File: src/rtl/ofm_reader.sv
// ofm_reader: drains 4-lane OFM words from a base address and streams them out
// one byte at a time over a valid/ready handshake, lane 0 first.
module ofm_reader #(
   parameter int ADDR_W = 8,
   parameter int CNT_W  = 8
) (
   input  logic              clk,
   input  logic              rst,
   input  logic              start,
   input  logic [ADDR_W-1:0] base_addr,
   input  logic [CNT_W-1:0]  word_count,
   output logic              mem_rd,
   output logic [ADDR_W-1:0] mem_addr,
   input  logic [31:0]       mem_rdata,
   output logic [7:0]        out_data,
   output logic              out_valid,
   input  logic              out_ready,
   output logic              out_last,
   output logic              busy,
   output logic              done
);

   typedef enum logic [2:0] {
      S_IDLE,
      S_REQ,
      S_WAIT,
      S_SEND,
      S_FIN
   } state_t;

   localparam logic [ADDR_W-1:0] ADDR_ONE = {{(ADDR_W-1){1'b0}}, 1'b1};
   localparam logic [CNT_W-1:0]  CNT_ONE  = {{(CNT_W-1){1'b0}}, 1'b1};
   localparam logic [CNT_W-1:0]  CNT_ZERO = '0;

   state_t            state_q, state_d;
   logic [ADDR_W-1:0] addr_q, addr_d;
   logic [CNT_W-1:0]  cnt_q, cnt_d;
   logic [1:0]        lane_q, lane_d;
   logic [31:0]       word_q, word_d;
   logic              mem_rd_q, mem_rd_d;
   logic [7:0]        out_data_q, out_data_d;
   logic              out_valid_q, out_valid_d;
   logic              out_last_q, out_last_d;
   logic              busy_q, busy_d;
   logic              done_q, done_d;
   logic              zero_start;

   // Next-state logic; outputs are precomputed from the next state so they leave
   // the block straight from flops and out_ready never reaches them combinationally.
   always_comb begin
      state_d = state_q;
      addr_d  = addr_q;
      cnt_d   = cnt_q;
      lane_d  = lane_q;
      word_d  = word_q;

      case (state_q)
         S_IDLE: begin
            if (start) begin
               addr_d = base_addr;
               cnt_d  = word_count;
               if (word_count == CNT_ZERO) begin
                  state_d = S_FIN;
               end else begin
                  state_d = S_REQ;
               end
            end
         end
         S_REQ: begin
            state_d = S_WAIT;
         end
         S_WAIT: begin
            word_d  = mem_rdata;
            lane_d  = 2'd0;
            state_d = S_SEND;
         end
         S_SEND: begin
            if (out_ready) begin
               if (lane_q != 2'd3) begin
                  lane_d = lane_q + 2'd1;
               end else begin
                  cnt_d  = cnt_q - CNT_ONE;
                  addr_d = addr_q + ADDR_ONE;
                  if (cnt_q == CNT_ONE) begin
                     state_d = S_FIN;
                  end else begin
                     state_d = S_REQ;
                  end
               end
            end
         end
         S_FIN: begin
            state_d = S_IDLE;
         end
         default: begin
            state_d = S_IDLE;
         end
      endcase

      mem_rd_d    = (state_d == S_REQ);
      out_valid_d = (state_d == S_SEND);
      out_data_d  = (state_d == S_SEND) ? word_d[8*lane_d +: 8] : 8'h00;
      out_last_d  = (state_d == S_SEND) && (lane_d == 2'd3) && (cnt_d == CNT_ONE);
      busy_d      = (state_d == S_REQ) || (state_d == S_WAIT) || (state_d == S_SEND);
      done_d      = (state_d == S_FIN);
   end

   // State, datapath and output registers; reset aborts any drain in flight.
   always_ff @(posedge clk or negedge rst) begin
      if (!rst) begin
         state_q     <= S_IDLE;
         addr_q      <= '0;
         cnt_q       <= '0;
         lane_q      <= 2'd0;
         word_q      <= 32'h0;
         mem_rd_q    <= 1'b0;
         out_data_q  <= 8'h00;
         out_valid_q <= 1'b0;
         out_last_q  <= 1'b0;
         busy_q      <= 1'b0;
         done_q      <= 1'b0;
      end else begin
         state_q     <= state_d;
         addr_q      <= addr_d;
         cnt_q       <= cnt_d;
         lane_q      <= lane_d;
         word_q      <= word_d;
         mem_rd_q    <= mem_rd_d;
         out_data_q  <= out_data_d;
         out_valid_q <= out_valid_d;
         out_last_q  <= out_last_d;
         busy_q      <= busy_d;
         done_q      <= done_d;
      end
   end

   // A zero-count drain never leaves IDLE through a busy state, so busy covers
   // its accept cycle directly from the start request.
   assign zero_start = rst && (state_q == S_IDLE) && start && (word_count == CNT_ZERO);

   assign mem_rd    = mem_rd_q;
   assign mem_addr  = addr_q;
   assign out_data  = out_data_q;
   assign out_valid = out_valid_q;
   assign out_last  = out_last_q;
   assign busy      = busy_q | zero_start;
   assign done      = done_q;

endmodule

File: config.mk
export PLATFORM = sky130hd
export DESIGN_NAME = ofm_reader
export DESIGN_NICKNAME = d
export VERILOG_FILES = /design/src/rtl/ofm_reader.sv
export SDC_FILE = /design/constraint.sdc
export NUM_CORES = 1
export LEC_CHECK = 0
export ABC_AREA = 1
export BUFFER_PORTS_ARGS = -buffer_cell sky130_fd_sc_hd__clkbuf_2
export CELL_PAD_IN_SITES_DETAIL_PLACEMENT = 2
export CELL_PAD_IN_SITES_GLOBAL_PLACEMENT = 2
export CORE_ASPECT_RATIO = 2
export CORE_MARGIN = 4
export CORE_UTILIZATION = 28
export DETAILED_ROUTE_END_ITERATION = 6
export HOLD_SLACK_MARGIN = 0.1
export PLACE_DENSITY_LB_ADDON = 0.1
export SLEW_MARGIN = 20
export SYNTH_ARGS = -nofsm -noshare
export SYNTH_HDL_FRONTEND = slang
export SYNTH_SLANG_ARGS = --single-unit
export TNS_END_PERCENT = 30
File: constraint.sdc
create_clock -name clk -period 1.5 [get_ports clk]
set_clock_uncertainty 0.05 [all_clocks]
set_input_delay 0.45 -clock clk [delete_from_list [all_inputs] [get_ports clk]]
set_output_delay 0.45 -clock clk [all_outputs]
set_load 0.05 [all_outputs]
==> impl_results.rst <==
.. list-table::
   :header-rows: 1

   * - Metric
     - Value
   * - Outcome
     - finished with violations
   * - Violations in the final reports
     - setup timing
   * - Net count, final
     - between 600 and 700
   * - Slew headroom
     - 0.726
   * - # fillers
     - between 1000 and 1500
   * - Aggregate negative setup slack
     - -7.28 ns
   * - Num rows
     - between 50 and 60
   * - Buffers from clock root to sink, at most
     - 2
   * - Overall die height
     - about 170 um
   * - Time the final worst path needs with I/O delays and setup
     - about 2.1 ns
   * - Overall die width
     - 86.9 um
   * - Total grt overflow
     - 0
   * - Startpoint type of the worst setup path
     - register
   * - Final standard cell area without fillers
     - roughly 5400 um^2
   * - Remaining antenna violation count
     - 0
   * - Number of port buffers
     - 72
   * - 1st-pass router iterations
     - 4
   * - CP arrival
     - about 1.6 ns
   * - Clock latency on the worst-skew pair
     - 0.33 ns
   * - Synthesized Nets
     - ~500
   * - Post-synthesis sequential area ratio
     - 0.474
   * - Routed wire length per instance
     - about 18 um
   * - Vias post-DR
     - 3622
   * - IR Drop Worst-Case VDD
     - between 1 and 1.5 mV
   * - Seq cells post-synth
     - 66
   * - Wire length of the first global-routing pass
     - about 22 mm
   * - Area growth from synthesis to layout
     - 55.3%
   * - Power per cell area
     - between 2000 and 3000 nW/um^2
   * - Core area
     - ~12000 um^2
   * - Initial antenna violation count
     - 0
   * - Cell family with most CP delay
     - buffers and inverters
   * - CTS tree
     - done
   * - Cell breakdown of the critical path
     - inv_4 -> nand2_2 -> inv_2 -> nand4_1 -> buf_6 -> o21bai_4 -> buf_12
   * - Final hold violation count
     - 0
   * - Share of the clock period used by the worst path after layout
     - 1.38
   * - Most area-hungry cell type in the Yosys netlist
     - dfrtp_1
   * - Number of DRC markers after the initial detailed-route iteration
     - 79
   * - Die Outline Area
     - ~14000 um^2
   * - DRT Wirelength
     - about 14 mm
   * - Setup violation total in the final timing report
     - 58
   * - Required time at the worst-slack endpoint
     - 1.00 ns
   * - Synth Instances
     - approximately 460
   * - Via density per instance
     - ~4.8
   * - Tightest Pin Transition
     - 0.412 ns
   * - Kind of critical path
     - reg -> out
   * - Highest-utilization routing layer at the global route stage
     - met2
   * - Number of buffers inserted during clock tree synthesis
     - 9
   * - Number of maximum-capacitance violations
     - 0
   * - Reg clk slew, reported paths
     - roughly 0.050 ns
   * - Class of the worst hold path
     - in -> async
   * - Largest net degree at the start of global routing
     - 67
   * - Placed wire-length estimate
     - a little under 10 mm
   * - Placer congestion estimate
     - about 0.75
   * - Final core utilization
     - 0.444
   * - CP bufs+invs
     - 4
   * - Max H-tree Level
     - 3
   * - Standard cell area after detailed placement
     - approximately 4500 um^2
   * - Average instance area after synthesis
     - between 7 and 8 um^2
   * - Synth cell types
     - 30
   * - Total DRC errors in the routed layout
     - 0
   * - R2R Path Start
     - state_q[1]
   * - Vias in the first global route
     - around 4300
   * - Global Route met3 Usage
     - 0.0223
   * - Cell with the biggest individual delay on the critical path
     - dfrtp_1
   * - Post-Synthesis Cell Area
     - between 3000 and 4000 um^2
   * - Area share of the leading cell type in the synthesized netlist
     - 0.474
   * - Setup repair after global routing missed its margin
     - yes
   * - CTS root buffer
     - clkbuf_16
   * - Number of diodes added for antenna fixing
     - 0
   * - Met2 track utilization from global routing
     - 0.400
   * - TritonCTS Sinks
     - 66
   * - Global Route Usage Sum
     - 0.195
   * - Maximum clock frequency
     - 0.483 GHz
   * - Number of max-slew violations in the final report
     - 0
   * - Element type at the critical path end
     - output port
   * - Met1 Resource Use GR
     - 0.190
   * - Minimum setup slack after placement
     - -0.468 ns
   * - Worst setup path startpoint
     - state_q[2]
   * - Worst-path fanout max
     - 4
   * - Warning count from the yosys run
     - 0
   * - Share of cells above drive strength 1
     - 0.446
   * - Starting density of the core
     - 0.286
   * - Smallest setup slack after layout
     - -0.571 ns
   * - Critical Path Max Stage Delay
     - about 0.42 ns
   * - Main area contributors after synthesis
     - dfrtp_1 (47%), nand2_1 (11%), inv_1 (10%), o21ai_1 (5.7%), a21oi_1 (3.7%)
   * - Total leakage power
     - roughly 2.9 nW
   * - Total I/O pin count
     - 73
[timing repair]
item / in CTS / in global routing
gates resized for setup: 37 / 79
buffers inserted: 6 / 12
pin swaps: 3 / 23
hold buffers: 0 / 0
gates cloned: 4 / 0
setup endpoints to repair: 47 / 63
[per-layer routing]
metal | routed length, um | part of all wire | up-vias
met5 | 0 | 0 | -
met4 | 407 | 0.029 | 0
met3 | 334 | 0.024 | 24
met2 | 8710 | 0.63 | 65
met1 | 4430 | 0.32 | 1808
li1 | - | - | 1725
[Yosys cell counts]
cell       instances
nand2_1          101
inv_1             94
dfrtp_1           66
o21ai_1           40
nor2_1            29
a21oi_1           26
nand3_1           26
o21ai_0           14
nand2_2            8
o21ai_2            8
buf_2              7
inv_2              5
buf_4              4
buf_6              3
ha_1               3
nand4_1            3
o22ai_1            3
xor2_1             3
a31oi_1            2
nor2_4             2
nor3_1             2
o21bai_1           2
a22oi_1            1
a2bb2oi_1          1
buf_8              1
clkbuf_1           1
nor2_2             1
o211ai_1           1
o21a_1             1
or2_2              1
[cell families after synthesis]
logic type | count (synthesis) | synth area share
XOR/XNOR | 3 | 0.00754
buffers and inverters | 115 | 0.140
AO/OA/AOI/OAI | 99 | 0.157
AND/OR/NAND/NOR | 173 | 0.210
flip-flops | 66 | 0.474
adder cells (fa/ha/maj) | 3 | 0.0108
[registers in the layout, summed over array words and instances (netlist names)]
register and flops:
busy_q 1, lane_q 2, mem_rd 1, cnt_q 8, out_data 8, out_last 1
done 1, state_q 3, out_valid 1, mem_addr 8, word_q 32
[report_power, final]
| part | leakage (nW) | internal, W | switching (W) |
|---|---|---|---|
| combinational | 1.97 | 0.00344 | 0.00507 |
| sequential | 0.760 | 0.00262 | 0.000419 |
| clock | 0.142 | 0.00132 | 0.000764 |
[cell type report]
class | count | area [um^2] | share of cell area
Multi-Input combinational cell | 278 | 1670 | 0.309
Sequential cell | 66 | 1660 | 0.306
Timing Repair Buffer | 156 | 1230 | 0.227
Inverter | 99 | 379 | 0.0700
Clock buffer | 12 | 246 | 0.0455
Tap cell | 147 | 184 | 0.0340
Clock inverter | 3 | 40.0 | 0.00740
Timing Repair inverter | 1 | 7.51 | 0.00139
[path summary, 6_finish.rpt]
kind / to / cells after the start / slack [ns]
hold / removal: mem_addr[5] / 2 / 0.1
setup reg to reg: out_data[7] / 12 / -0.32
hold reg to reg: word_q[15] / 4 / 0.50
max in group asynchronous: mem_addr[0] / 2 / 0.93
min in group clk: word_q[10] / 3 / 0.29
setup / recovery: busy / 7 / -0.57
[cells in the final DEF, fill, tap and decap left out, drive strengths merged]
cell and count:
nand2 109, inv 99, buf 86, clkbuf 80, dfrtp 66, o21ai 62
nor2 32, nand3 26, a21oi 26, nand4 3, xor2 3, o22ai 3
ha 3, a31oi 2, clkinv 2, bufbuf 2, nor3 2, o21bai 2
a22oi 1, o21a 1, o211ai 1, a2bb2oi 1, or2 1, bufinv 1
clkinvlp 1
[through the flow]
step           hold WS, ns  cells  power [W]
4_1_cts              0.136    752     0.0128
6_report            0.0957    762     0.0136
3_5_place_dp         0.483    727    0.00997
2_1_floorplan        0.104    459    0.00714
3_3_place_gp         0.477    727    0.00964
5_1_grt              0.119    762     0.0148
No activity file was read; power rests on OpenSTA's default activity.
